[src/rtl/hamming_pkg.sv]
// Shared Hamming(7,4) constants used by the encoder and the downstream decoder.
// Codewords are indexed [7:1] so that bit positions match the textbook numbering.
package hamming_pkg;

  localparam int CW_W = 7;
  localparam int DW   = 4;

  // Parity positions.
  localparam int P1 = 1;
  localparam int P2 = 2;
  localparam int P4 = 4;

  // Data positions; DATA_POS[i] is the codeword position of data bit i.
  localparam int D0_POS = 3;
  localparam int D1_POS = 5;
  localparam int D2_POS = 6;
  localparam int D3_POS = 7;

  // Syndrome {s4,s2,s1} equals the position of a single flipped bit; zero means clean.
  localparam int SYND_W     = 3;
  localparam int SYND_CLEAN = 0;

  typedef logic [CW_W:1]     codeword_t;
  typedef logic [DW-1:0]     nibble_t;
  typedef logic [SYND_W-1:0] inj_pos_t;

  function automatic codeword_t hamming74_encode(input nibble_t d);
    codeword_t c;
    c         = '0;
    c[D0_POS] = d[0];
    c[D1_POS] = d[1];
    c[D2_POS] = d[2];
    c[D3_POS] = d[3];
    c[P1]     = d[0] ^ d[1] ^ d[3];
    c[P2]     = d[0] ^ d[2] ^ d[3];
    c[P4]     = d[1] ^ d[2] ^ d[3];
    return c;
  endfunction

endpackage

[src/rtl/hamming74_enc.sv]
// Combinational Hamming(7,4) encoder with optional single-bit error injection.
// inj_pos_i = 0 leaves the codeword clean; 1..7 inverts that codeword position.
module hamming74_enc
  import hamming_pkg::*;
(
  input  logic [DW-1:0]     data_i,
  input  logic [SYND_W-1:0] inj_pos_i,
  output logic [CW_W:1]     code_o
);

  codeword_t clean;

  always_comb begin
    clean  = hamming74_encode(data_i);
    code_o = clean;
    for (int p = 1; p <= CW_W; p++) begin
      if (int'(inj_pos_i) == p) begin
        code_o[p] = ~clean[p];
      end
    end
  end

endmodule

[src/rtl/hamming_encoder_fifo.sv]
// Encodes nibbles into Hamming(7,4) codewords and buffers them for the decoder.
// All outputs come from registered state; no input-to-output combinational path.
module hamming_encoder_fifo
  import hamming_pkg::*;
#(
  parameter int DEPTH = 4,
  parameter int CNT_W = 16
) (
  input  logic                     clk_i,
  input  logic                     rst_n_i,
  input  logic [DW-1:0]            din_i,
  input  logic                     din_valid_i,
  output logic                     din_ready_o,
  input  logic [SYND_W-1:0]        inj_pos_i,
  output logic [CW_W:1]            code_o,
  output logic                     code_valid_o,
  input  logic                     code_ready_i,
  output logic [$clog2(DEPTH):0]   count_o,
  output logic [CNT_W-1:0]         word_cnt_o
);

  localparam int PTR_W = $clog2(DEPTH);
  localparam logic [PTR_W-1:0] PTR_ONE  = PTR_W'(1);
  localparam logic [PTR_W:0]   CNT_ONE  = (PTR_W + 1)'(1);
  localparam logic [PTR_W:0]   CNT_FULL = (PTR_W + 1)'(DEPTH);
  localparam logic [CNT_W-1:0] WCNT_ONE = CNT_W'(1);

  codeword_t         mem_q [DEPTH];
  codeword_t         enc_word;
  logic [PTR_W-1:0]  wr_ptr_q, wr_ptr_d;
  logic [PTR_W-1:0]  rd_ptr_q, rd_ptr_d;
  logic [PTR_W:0]    count_q, count_d;
  logic [CNT_W-1:0]  word_cnt_q, word_cnt_d;
  logic              push, pop;

  hamming74_enc u_enc (
    .data_i    (din_i),
    .inj_pos_i (inj_pos_i),
    .code_o    (enc_word)
  );

  assign din_ready_o  = (count_q < CNT_FULL);
  assign code_valid_o = (count_q != '0);
  assign push         = din_valid_i && din_ready_o;
  assign pop          = code_valid_o && code_ready_i;

  assign code_o     = code_valid_o ? mem_q[rd_ptr_q] : '0;
  assign count_o    = count_q;
  assign word_cnt_o = word_cnt_q;

  always_comb begin
    wr_ptr_d   = wr_ptr_q;
    rd_ptr_d   = rd_ptr_q;
    count_d    = count_q;
    word_cnt_d = word_cnt_q;
    if (push) begin
      wr_ptr_d = wr_ptr_q + PTR_ONE;
    end
    if (pop) begin
      rd_ptr_d   = rd_ptr_q + PTR_ONE;
      word_cnt_d = word_cnt_q + WCNT_ONE;
    end
    case ({push, pop})
      2'b10:   count_d = count_q + CNT_ONE;
      2'b01:   count_d = count_q - CNT_ONE;
      default: count_d = count_q;
    endcase
  end

  always_ff @(posedge clk_i) begin
    if (!rst_n_i) begin
      wr_ptr_q   <= '0;
      rd_ptr_q   <= '0;
      count_q    <= '0;
      word_cnt_q <= '0;
    end else begin
      wr_ptr_q   <= wr_ptr_d;
      rd_ptr_q   <= rd_ptr_d;
      count_q    <= count_d;
      word_cnt_q <= word_cnt_d;
    end
  end

  // Storage needs no reset: entries are only visible while count_q covers them.
  always_ff @(posedge clk_i) begin
    if (rst_n_i && push) begin
      mem_q[wr_ptr_q] <= enc_word;
    end
  end

endmodule

[config.mk]
export PLATFORM = sky130hd
export DESIGN_NAME = hamming_encoder_fifo
export DESIGN_NICKNAME = d
export VERILOG_FILES = /design/src/rtl/hamming_pkg.sv /design/src/rtl/hamming74_enc.sv /design/src/rtl/hamming_encoder_fifo.sv
export SDC_FILE = /design/constraint.sdc
export NUM_CORES = 1
export LEC_CHECK = 0
export ABC_AREA = 1
export CORE_ASPECT_RATIO = 0.7
export CORE_MARGIN = 3
export CORE_UTILIZATION = 48
export DETAILED_ROUTE_END_ITERATION = 8
export GPL_ROUTABILITY_DRIVEN = 0
export PLACE_DENSITY = 0.85
export SETUP_SLACK_MARGIN = 0.05
export SLEW_MARGIN = 20
export SYNTH_ARGS = -nofsm -noshare
export SYNTH_HDL_FRONTEND = slang
export SYNTH_SLANG_ARGS = --single-unit
[constraint.sdc]
create_clock -name clk_i -period 1.6 [get_ports clk_i]
set_input_delay 0.32 -clock clk_i [delete_from_list [all_inputs] [get_ports clk_i]]
set_output_delay 0.32 -clock clk_i [all_outputs]
set_load 0.005 [all_outputs]
==> flow_metrics.env <==
export IMPL_status="finished with violations"
export IMPL_violations="setup timing"
export IMPL_drt_total_wl_um=6510
export IMPL_timing_hold_ws_ns=0.522
export IMPL_critPathMaxFanout=4
export IMPL_first_pass_iters=5
export IMPL_hold_viol=0
export IMPL_p_sw_uw=1520
export IMPL_area_growth_syn_to_layout_pct=37.2
export IMPL_ir_drop_mv=0.715
export IMPL_switching_share_pct=35.0
export IMPL_drc_errors=0
export IMPL_ant_nets=0
export IMPL_dpl_cell_count=429
export IMPL_synthesis_area_mm2=0.00255
export IMPL_rsz0062_at_grt="yes"
export IMPL_drv_slew=0
export IMPL_fp_dieW_um=93.2
export IMPL_path_clk_slew_ns=0.09
export IMPL_finalNonFillerCells=449
export IMPL_insertion_delay_ns=0.30
export IMPL_ys_seq_area_share_pct=52.5
export IMPL_setup_slack_ns=-0.152
export IMPL_wl_per_cell_um=14.5
export IMPL_io_pins=39
export IMPL_finalPower_uw=4340
export IMPL_start_util_pct=51.4
export IMPL_vias_per_cell=5.13
export IMPL_rows=21
export IMPL_powerDensity_mw_per_mm2=1240
export IMPL_fin_setup_tns_ns=-1.02
export IMPL_cts_root_buf="clkbuf_8"
export IMPL_die_area_mm2=0.00624
export IMPL_relSlewSlack_pct=75.1
export IMPL_synth_cells=298
export IMPL_antenna_found_initial=0
export IMPL_yosysWarnings=0
export IMPL_max_freq_mhz=571
export IMPL_cts_buffers=5
export IMPL_critPathKind="register to output pin"
export IMPL_grt_max_degree=22
export IMPL_dp_hpwl_um=4260
export IMPL_fin_util_pct=70.5
export IMPL_maxCapViolCount=0
export IMPL_cts_buffer_depth=2
export IMPL_critPathSlowestCell="dfxtp_4"
export IMPL_worstSetupEndpointType="output pin"
export IMPL_clock_skew_ns=0.00592
export IMPL_cts_hold_buffers=0
export IMPL_vias=2304
export IMPL_drive_above_1_share_pct=27.4
export IMPL_cts_sink_count=53
export IMPL_crit_chain="nor2_4 > nand2_2 > clkinvlp_4 > buf_12 > a21oi_2 > buf_2"
export IMPL_core_area_mm2=0.00497
export IMPL_ys_types=27
export IMPL_p_int_uw=2820
export IMPL_cp_top_family="buffers and inverters"
export IMPL_cp_start_kind="register"
export IMPL_io_buffers=38
export IMPL_die_h_um=67.0
export IMPL_setup_viol=10
export IMPL_p_comb_share_pct=44.5
export IMPL_seq_power_share_pct=39.0
export IMPL_synth_nets=316
export IMPL_layout_nets=397
export IMPL_fin_crit_sh_pct=109
export IMPL_min_period_ns=1.75
export IMPL_required_ns=1.28
export IMPL_leakage_uw=0.00142
export IMPL_avgSynthCellArea_um2=8.57
export IMPL_critPathBufInv=3
export IMPL_cts_tree="done"
export IMPL_grt_pass1_wl_um=9820
export IMPL_diodes=0
export IMPL_synth_seq_cells=53
export IMPL_worst_path_largest_cell_delay_ns=0.37
export IMPL_grt_util_all_layers_pct=20.7
export IMPL_pwr_share_clk_pct=16.5
export IMPL_crit_arrival_ns=1.43
export IMPL_min_delay_path_class="register to register"
export IMPL_tightestPinTransition_ns=0.371
export IMPL_cts_max_level=2
export IMPL_overflow=0
export IMPL_dr_first_iter_drc_count=225
export IMPL_grt_pass1_vias=2066
[synthesized netlist by cell type]
library cell  count  area (µm²)
inv_2             1        3.75
nand3_1          19        95.1
buf_4             1        7.51
and3_1            1        6.26
xor2_1            7        61.3
xnor2_1           6        52.6
buf_2             3        15.0
fa_1              1        20.0
ha_1              6        75.1
nand4_1           4        25.0
nand2_1          31         116
o21ai_0          24         120
nor2_2            2        12.5
edfxtp_1         28         841
and2_1            1        6.26
clkbuf_1          2        7.51
dfxtp_1          25         500
nor2_1           62         233
nand2_2           3        18.8
a21boi_2          1        11.3
a21oi_1          21         105
nor3_1            4        20.0
o21ai_1           3        15.0
o21bai_1          1        7.51
nand2_4           1        11.3
inv_1            38         143
nor2_4            2        22.5
[power by group through the flow]
stage / registers (µW) / clock network (µW) / logic (µW)
after floorplan: 1710 / 0 / 744
after global placement: 1700 / 0 / 1570
after detailed placement: 1710 / 0 / 1630
after CTS: 1690 / 710 / 1760
after global routing: 1700 / 786 / 2090
final: 1690 / 717 / 1930
[through the flow]
stage / cell area (µm²) / worst slack (ns)
2_1_floorplan: 2580 / -0.0311
3_3_place_gp: 3250 / -0.534
3_5_place_dp: 3250 / -0.606
4_1_cts: 3390 / -0.0746
5_1_grt: 3500 / -0.215
6_report: 3500 / -0.152
[flip-flops by register name (all words and copies together), names as in the netlist, named ones only]
register	count
mem_q	28
rd_ptr_q	2
count_o	3
word_cnt_o	16
wr_ptr_q	2
[placed cells by master (no fill, tap or decap), types with 5 or more instances in the layout]
cell / n
a21oi_1: 13
a21oi_2: 8
buf_2: 7
buf_4: 39
clkbuf_8: 5
clkdlybuf4s50_1: 22
dfxtp_1: 7
dfxtp_2: 12
dfxtp_4: 6
dlygate4sd2_1: 6
edfxtp_1: 28
ha_1: 5
inv_1: 35
nand2_1: 31
nand3_1: 19
nor2_1: 58
nor2_4: 5
o21ai_0: 14
o21ai_1: 10
xnor2_1: 6
xor2_1: 7
[tightest hold or removal path: stages, from the launching register on]
cell and delay [ns]:
dfxtp_2 0.36, a21oi_1 0.05, nor2_1 0.08
[final timing paths]
kind,depth (start not counted),start,slack (ns),endpoint
setup reg to reg,9,count_o[1],-0.14,count_o[2]
hold reg to reg,2,word_cnt_o[14],0.52,word_cnt_o[14]
hold / removal,2,word_cnt_o[14],0.52,word_cnt_o[14]
setup / recovery,6,count_o[1],-0.15,code_o[3]
[kinds of logic after synthesis]
group                      after synthesis  share of synthesized area [%]
and+or+nand+nor                        130                           22.2
DFF                                     53                           52.5
AOI/OAI and AO/OA                       50                           10.1
buffers and inverters                   45                           6.91
xor gates and xnor gates                13                           4.46
adders and majority gates                7                           3.73
[metal layers]
| metal | share of wire (%) | vias to the layer above | track usage (%) | wire length [µm] |
|---|---|---|---|---|
| met3 | 7.2 | 14 | 5.53 | 471 |
| met4 | 1.6 | 0 | 7.50 | 107 |
| met5 | 0 | - | 0 | 0 |
| met1 | 45 | 1057 | 28.9 | 2900 |
| met2 | 47 | 93 | 30.9 | 3030 |
| li1 | - | 1140 | - | - |
[final cells by class]
type,instances,area (µm²)
well taps,69,86.3
fillers,332,1470
repair buffers,80,688
clock inverters,3,12.5
multi-input cells,200,1110
inverters,39,153
clock buffers,5,68.8
flip-flops and latches,53,1380
[timing repair]
item,4_1_cts,5_1_grt
gates resized for setup,66,22
pin swaps,3,8
endpoints found under the setup margin,26,19
buffers inserted,4,8
Power figures use the tool's default switching activity.
==> edit 1, RTL diff (same flow settings) <==
Change the package constant `CW_W` from 7 to 9.
--- a/src/rtl/hamming_pkg.sv
+++ b/src/rtl/hamming_pkg.sv
@@ -4,3 +4,3 @@
 
-  localparam int CW_W = 7;
+  localparam int CW_W = 9;
   localparam int DW   = 4;
Ports: changed (resized code_o); port bits go from 39 to 41. No check against the original RTL was run, so the function may have changed too.
==> edit 1 against the unedited design <==
  * Non-clock buffer count unchanged
  * Global-route usage is 0.84 points higher
  * The run still ends with setup timing left
  * Clock skew is 0.0016 ns lower
  * Clock power up 6.8%
  * Synthesized area grew 0.74%
  * Power grew 0.31%
  * Sequential share of layout area is 0.066 points lower
  * Routed wire length grew 1.9%
  * Cell area increased by 0.71%
  * Sequential cell count unchanged
  * Largest power group unchanged
  * Utilization is 0.50 points higher
  * Setup slack better by 0.053 ns
==> edit 1: results (changes against the unedited design) <==
| Metric | Value |
|---|---|
| Placement Cell Area | 3276 µm² (was 3251 µm²) |
| Status | finished, violations left (unchanged) |
| Yosys warnings | 0 (unchanged) |
| Initial antenna violation count | 0 (unchanged) |
| Net total in the final layout | 399 (was 397) |
| Detailed-route wire length per cell | 14.70 µm (was 14.49 µm) |
| Top post-synthesis cells by count | 62 x nor2_1, 38 x inv_1, 31 x nand2_1 (unchanged) |
| Startpoint type of the worst setup path | flip-flop (unchanged) |
| Sequential-to-total area share from yosys stat | 52.17% (was 52.55%) |
| Min Clock Period, post-route | 1.698 ns (was 1.752 ns) |
| Worst R2R Start | count_o[1] (unchanged) |
| Netlist cell types | 28 (was 27) |
| Diode count | 0 (unchanged) |
| Ratio of cells with drive above 1 in the final layout | 29.32% (was 27.37%) |
| Critical Path End | code_o[3] (unchanged) |
| CTS max path bufs | 2 (unchanged) |
| DR iter-0 viols | 152 (was 225) |
| Max FO, Critical Path | 7 (was 4) |
| Max stage delay on crit path | approximately 0.38 ns |
| Worst-path clk slew | 0.10 ns |
| Slowest cell on the critical path | dfxtp_4 (unchanged) |
| Number of synthesized flops with an enable pin | 28 (unchanged) |
| Pre-antenna DRT Iters | 5 (unchanged) |
| Vias in the first global route | 2138 (was 2066) |
| Arrival @ worst endpoint | 1.38 ns (was 1.43 ns) |
| Root Buffer | clkbuf_8 (unchanged) |
| Worst setup margin | -0.09845 ns (was -0.1519 ns) |
| Gr usage total | 21.56% (was 20.72%) |
| Post-synth ARST share | 0% (unchanged) |
| Detailed Place HPWL | 4.366 mm (was 4.263 mm) |
| Max reg flops | 28 (unchanged) |
| Family with the most delay on the worst path | flip-flops (was buffers and inverters) |
| Hold Fails Final Rpt | 0 (unchanged) |
| Hold Crit Class | flip-flop to flip-flop (unchanged) |
| Setup Skew | 0.004328 ns (was 0.005920 ns) |
| H-tree levels | 2 (unchanged) |
| Flop-to-flop setup slack | -0.06 ns (was -0.14 ns) |
| Worst-skew pair later-pin latency | 0.31 ns |
| First-pass GRT wire length | 10.28 mm (was 9.818 mm) |
| Biggest register | mem_q (unchanged) |
| CTS Buf Count | 5 (unchanged) |
| Failing checks | setup timing (unchanged) |
| Leakage power | 0.001404 µW (was 0.001417 µW) |
| R2R Path End | count_o[2] (unchanged) |
| Setup Viol. Count Final | 9 (was 10) |
| Worst VDD drop | 0.7127 mV (was 0.7147 mV) |
| Post-route DRC | 0 (unchanged) |
| Via count | 2348 (was 2304) |
| Port Buffers | 38 (unchanged) |
| Reg2Reg Depth | 9 (unchanged) |
| Switching Fraction | 36.05% (was 34.98%) |
| Most area-consuming cells after synthesis | edfxtp_1 33%, dfxtp_1 19%, nor2_1 9.1% (was edfxtp_1 33%, dfxtp_1 20%, nor2_1 9.1%) |
| Final setup TNS | -0.5630 ns (was -1.025 ns) |
-- edit 1: cell count changes after synthesis, sizes merged --
cell,unedited run,this run
buf,4,6
conb,0,1
-- edit 1: power groups by stage --
stage                     combinational (µW)  clock (µW)  sequential, µW
after CTS                               1710         775            1690
after global routing                    2030         823            1700
after floorplan                          748           0            1710
after detailed placement                1650           0            1700
after global placement                  1590           0            1690
final                                   1890         766            1690
-- edit 1: layer usage --
metal / share of wire [%] / GRT usage, % / wire, µm
met1: 44 / 28.09 / 2940
met2: 46 / 35.71 / 3037
met3: 7.1 / 4.566 / 471
met4: 2.7 / 8.227 / 179
met5: 0 / 0 / 0
-- edit 1: cell families (layout without fill, tap and decap cells) --
kind of cell	after synthesis	after routing	share of synthesized area, %
AO/OA/AOI/OAI	50	50	10.07
XOR/XNOR	13	13	4.428
adder cells (fa/ha/maj)	7	7	3.698
other	1	2	0.1458
AND/OR/NAND/NOR	130	130	22.04
flip-flops	53	53	52.17
buffers and inverters	47	127	7.445
-- edit 1: per-stage QoR --
| step | setup slack, ns | power, µW | cells |
|---|---|---|---|
| 2_1_floorplan | -0.03107 | 2455 | 302 |
| 3_3_place_gp | -0.5278 | 3284 | 435 |
| 3_5_place_dp | -0.5834 | 3353 | 435 |
| 4_1_cts | -0.07815 | 4174 | 447 |
| 5_1_grt | -0.1602 | 4553 | 451 |
| 6_report | -0.09845 | 4349 | 451 |
-- edit 1: cell type report --
cell class	instances	area [µm²]
clock inverters	3	21.27
inverters	39	152.6
multi-input cells	202	1134
repair buffers	80	676.9
flip-flops and latches	53	1386
fillers	347	1440
well taps	69	86.33
clock buffers	5	68.82
-- edit 1: timing repair --
| action | 4_1_cts | 5_1_grt |
|---|---|---|
| setup endpoints to repair | 29 | 21 |
| pin swaps | 9 | 13 |
| resized for setup | 77 | 31 |
| setup buffers | 4 | 4 |
-- edit 1: worst min path at each step --
stage | from | end | slack [ns] | depth (start not counted)
final | word_cnt_o[14] | word_cnt_o[14] | 0.54 | 2
after global routing | word_cnt_o[5] | word_cnt_o[5] | 0.56 | 2
after CTS | word_cnt_o[15] | word_cnt_o[15] | 0.53 | 2
after detailed placement | word_cnt_o[15] | word_cnt_o[15] | 0.51 | 2
after global placement | word_cnt_o[15] | word_cnt_o[15] | 0.49 | 2
after floorplan | rst_n_i | count_o[1] | 0.47 | 2
-- edit 1: tightest hold or removal path, cell delays in order, from the launching register on --
cell,delay (ns)
dfxtp_4,0.38
a21oi_1,0.04
nor2_1,0.08
==> edit 2, RTL diff (same flow settings) <==
Made on the original files. Make the reset (`rst_n_i`) asynchronous in one clocked block.
--- a/src/rtl/hamming_encoder_fifo.sv
+++ b/src/rtl/hamming_encoder_fifo.sv
@@ -69,3 +69,3 @@
 
-  always_ff @(posedge clk_i) begin
+  always_ff @(posedge clk_i or negedge rst_n_i) begin
     if (!rst_n_i) begin
Formal check against the unedited RTL: differs if rst_n_i is asserted again (counterexample within 4 cycles, from zero or initial values and one cycle with rst_n_i low); with rst_n_i held inactive, the same outputs for 10 cycles.
==> edit 2 against the unedited design <==
  * The run still ends with setup timing left
  * Clock skew up 0.0086 ns
  * Worst hold slack worse by 0.010 ns
  * Power up 19%
  * Sequential power up 7%
  * Setup slack worse by 0.047 ns
  * Cell area up 3.1%
  * Synthesized cell count down 3.4%
  * Sequential cell count down 2
  * Synthesized area up 3.7%
  * Routed wire length down 5.9%
  * Non-clock buffer count up 8
  * Critical path type unchanged
==> edit 2: results (changes against the unedited design) <==
| Metric | Value |
|---|---|
| Detailed Place HPWL | 4.277 mm (was 4.263 mm) |
| Met3 WL | 529 µm (was 471 µm) |
| Routed met1 length | 2.506 mm (was 2.898 mm) |
| Family with the most delay on the worst path | flip-flops (was buffers and inverters) |
| Crit. Startpoint | rd_ptr_q[0] (was count_o[1]) |
| Grt met1 use | 25.76% (was 28.90%) |
| Post-synth ARST share | 45.10% (was 0%) |
| Final setup TNS | -1.406 ns (was -1.025 ns) |
| Number of fill cells | 357 (was 332) |
| Slowest cell on the critical path | dfrtp_2 (was dfxtp_4) |
| Net total in the final layout | 396 (was 397) |
| Setup Viol. Count Final | 9 (was 10) |
| Post-Synth XOR/XNOR Area | 7.892% (was 4.461%) |
| Critical Path End | code_o[5] (was code_o[3]) |
| Mapped Avg Cell Area | 9.193 µm² (was 8.565 µm²) |
| Max_slew headroom | 69.89% (was 75.08%) |
| Via count | 2221 (was 2304) |
| Ratio of cells with drive above 1 in the final layout | 25.33% (was 27.37%) |
| Placement Cell Area | 3313 µm² (was 3251 µm²) |
| Failing checks | setup timing (unchanged) |
| Max stage delay on crit path | 0.51 ns (was 0.37 ns) |
| Status | finished, violations left (unchanged) |
| Worst setup margin | -0.1994 ns (was -0.1519 ns) |
| Adder-cell share of the synthesized area | 3.592% (was 3.725%) |
| GRT met2 Usage | 34.24% (was 30.94%) |
| Vias in the first global route | 2106 (was 2066) |
| Gr usage total | 20.22% (was 20.72%) |
| Most area-consuming cells after synthesis | edfxtp_1 32%, dfrtp_1 22%, nor2_1 7.4% (was edfxtp_1 33%, dfxtp_1 20%, nor2_1 9.1%) |
| Placed Instances | 417 (was 429) |
| Final wirelength | 6.121 mm (was 6.505 mm) |
| Max FO, Critical Path | 6 (was 4) |
| Worst VDD drop | 0.8522 mV (was 0.7147 mV) |
| Final hold slack | 0.5119 ns (was 0.5222 ns) |
| Setup Skew | 0.01448 ns (was 0.005920 ns) |
| Leakage power | 0.001649 µW (was 0.001417 µW) |
| Hold Crit Class | input pin to async pin (was flip-flop to flip-flop) |
| Complex-gate fraction of the synthesized area | 4.726% (was 10.15%) |
| Flop-to-flop setup slack | -0.11 ns (was -0.14 ns) |
| Post-Synthesis Net Count | 306 (was 316) |
| Reg2Reg Depth | 11 (was 9) |
| Largest net degree at the start of global routing | 24 (was 22) |
| DR iter-0 viols | 200 (was 225) |
| Worst R2R Start | count_o[2] (was count_o[1]) |
-- edit 2: cell types whose count changed in the layout (fill, tap and decap cells not counted), moves of 7 or more --
cell     delta
dfrtp_1    +22
dfxtp_2    -12
a21oi_2     -7
nand2_1    +20
xor2_1      +9
nor2_1     -14
o21ai_0     -8
dfxtp_1     -7
-- edit 2: power by group --
group / internal, µW / total (µW) / switching (µW)
logic: 1340 / 2620 / 1290
clock network: 298 / 715 / 417
registers: 1630 / 1810 / 171
total: 3270 / 5150 / 1880
-- edit 2: final cells by class --
class                      count  area (µm²)  share of cell area [%]
sequential                    51        1418                   39.27
multi-input combinational    193        1114                   30.85
timing repair buffer          88       754.5                   20.90
inverter                      39       153.9                   4.263
tap                           69       86.33                   2.392
clock buffer                   5       68.82                   1.906
clock inverter                 3       15.01                  0.4159
-- edit 2: timing repair --
action / in CTS / in global routing
buffers inserted: 15 / 7
pin swaps: 10 / 12
gates resized for setup: 51 / 23
endpoints found under the hold margin: 0 / 0
gates cloned: 1 / 0
setup endpoints to repair: 26 / 19
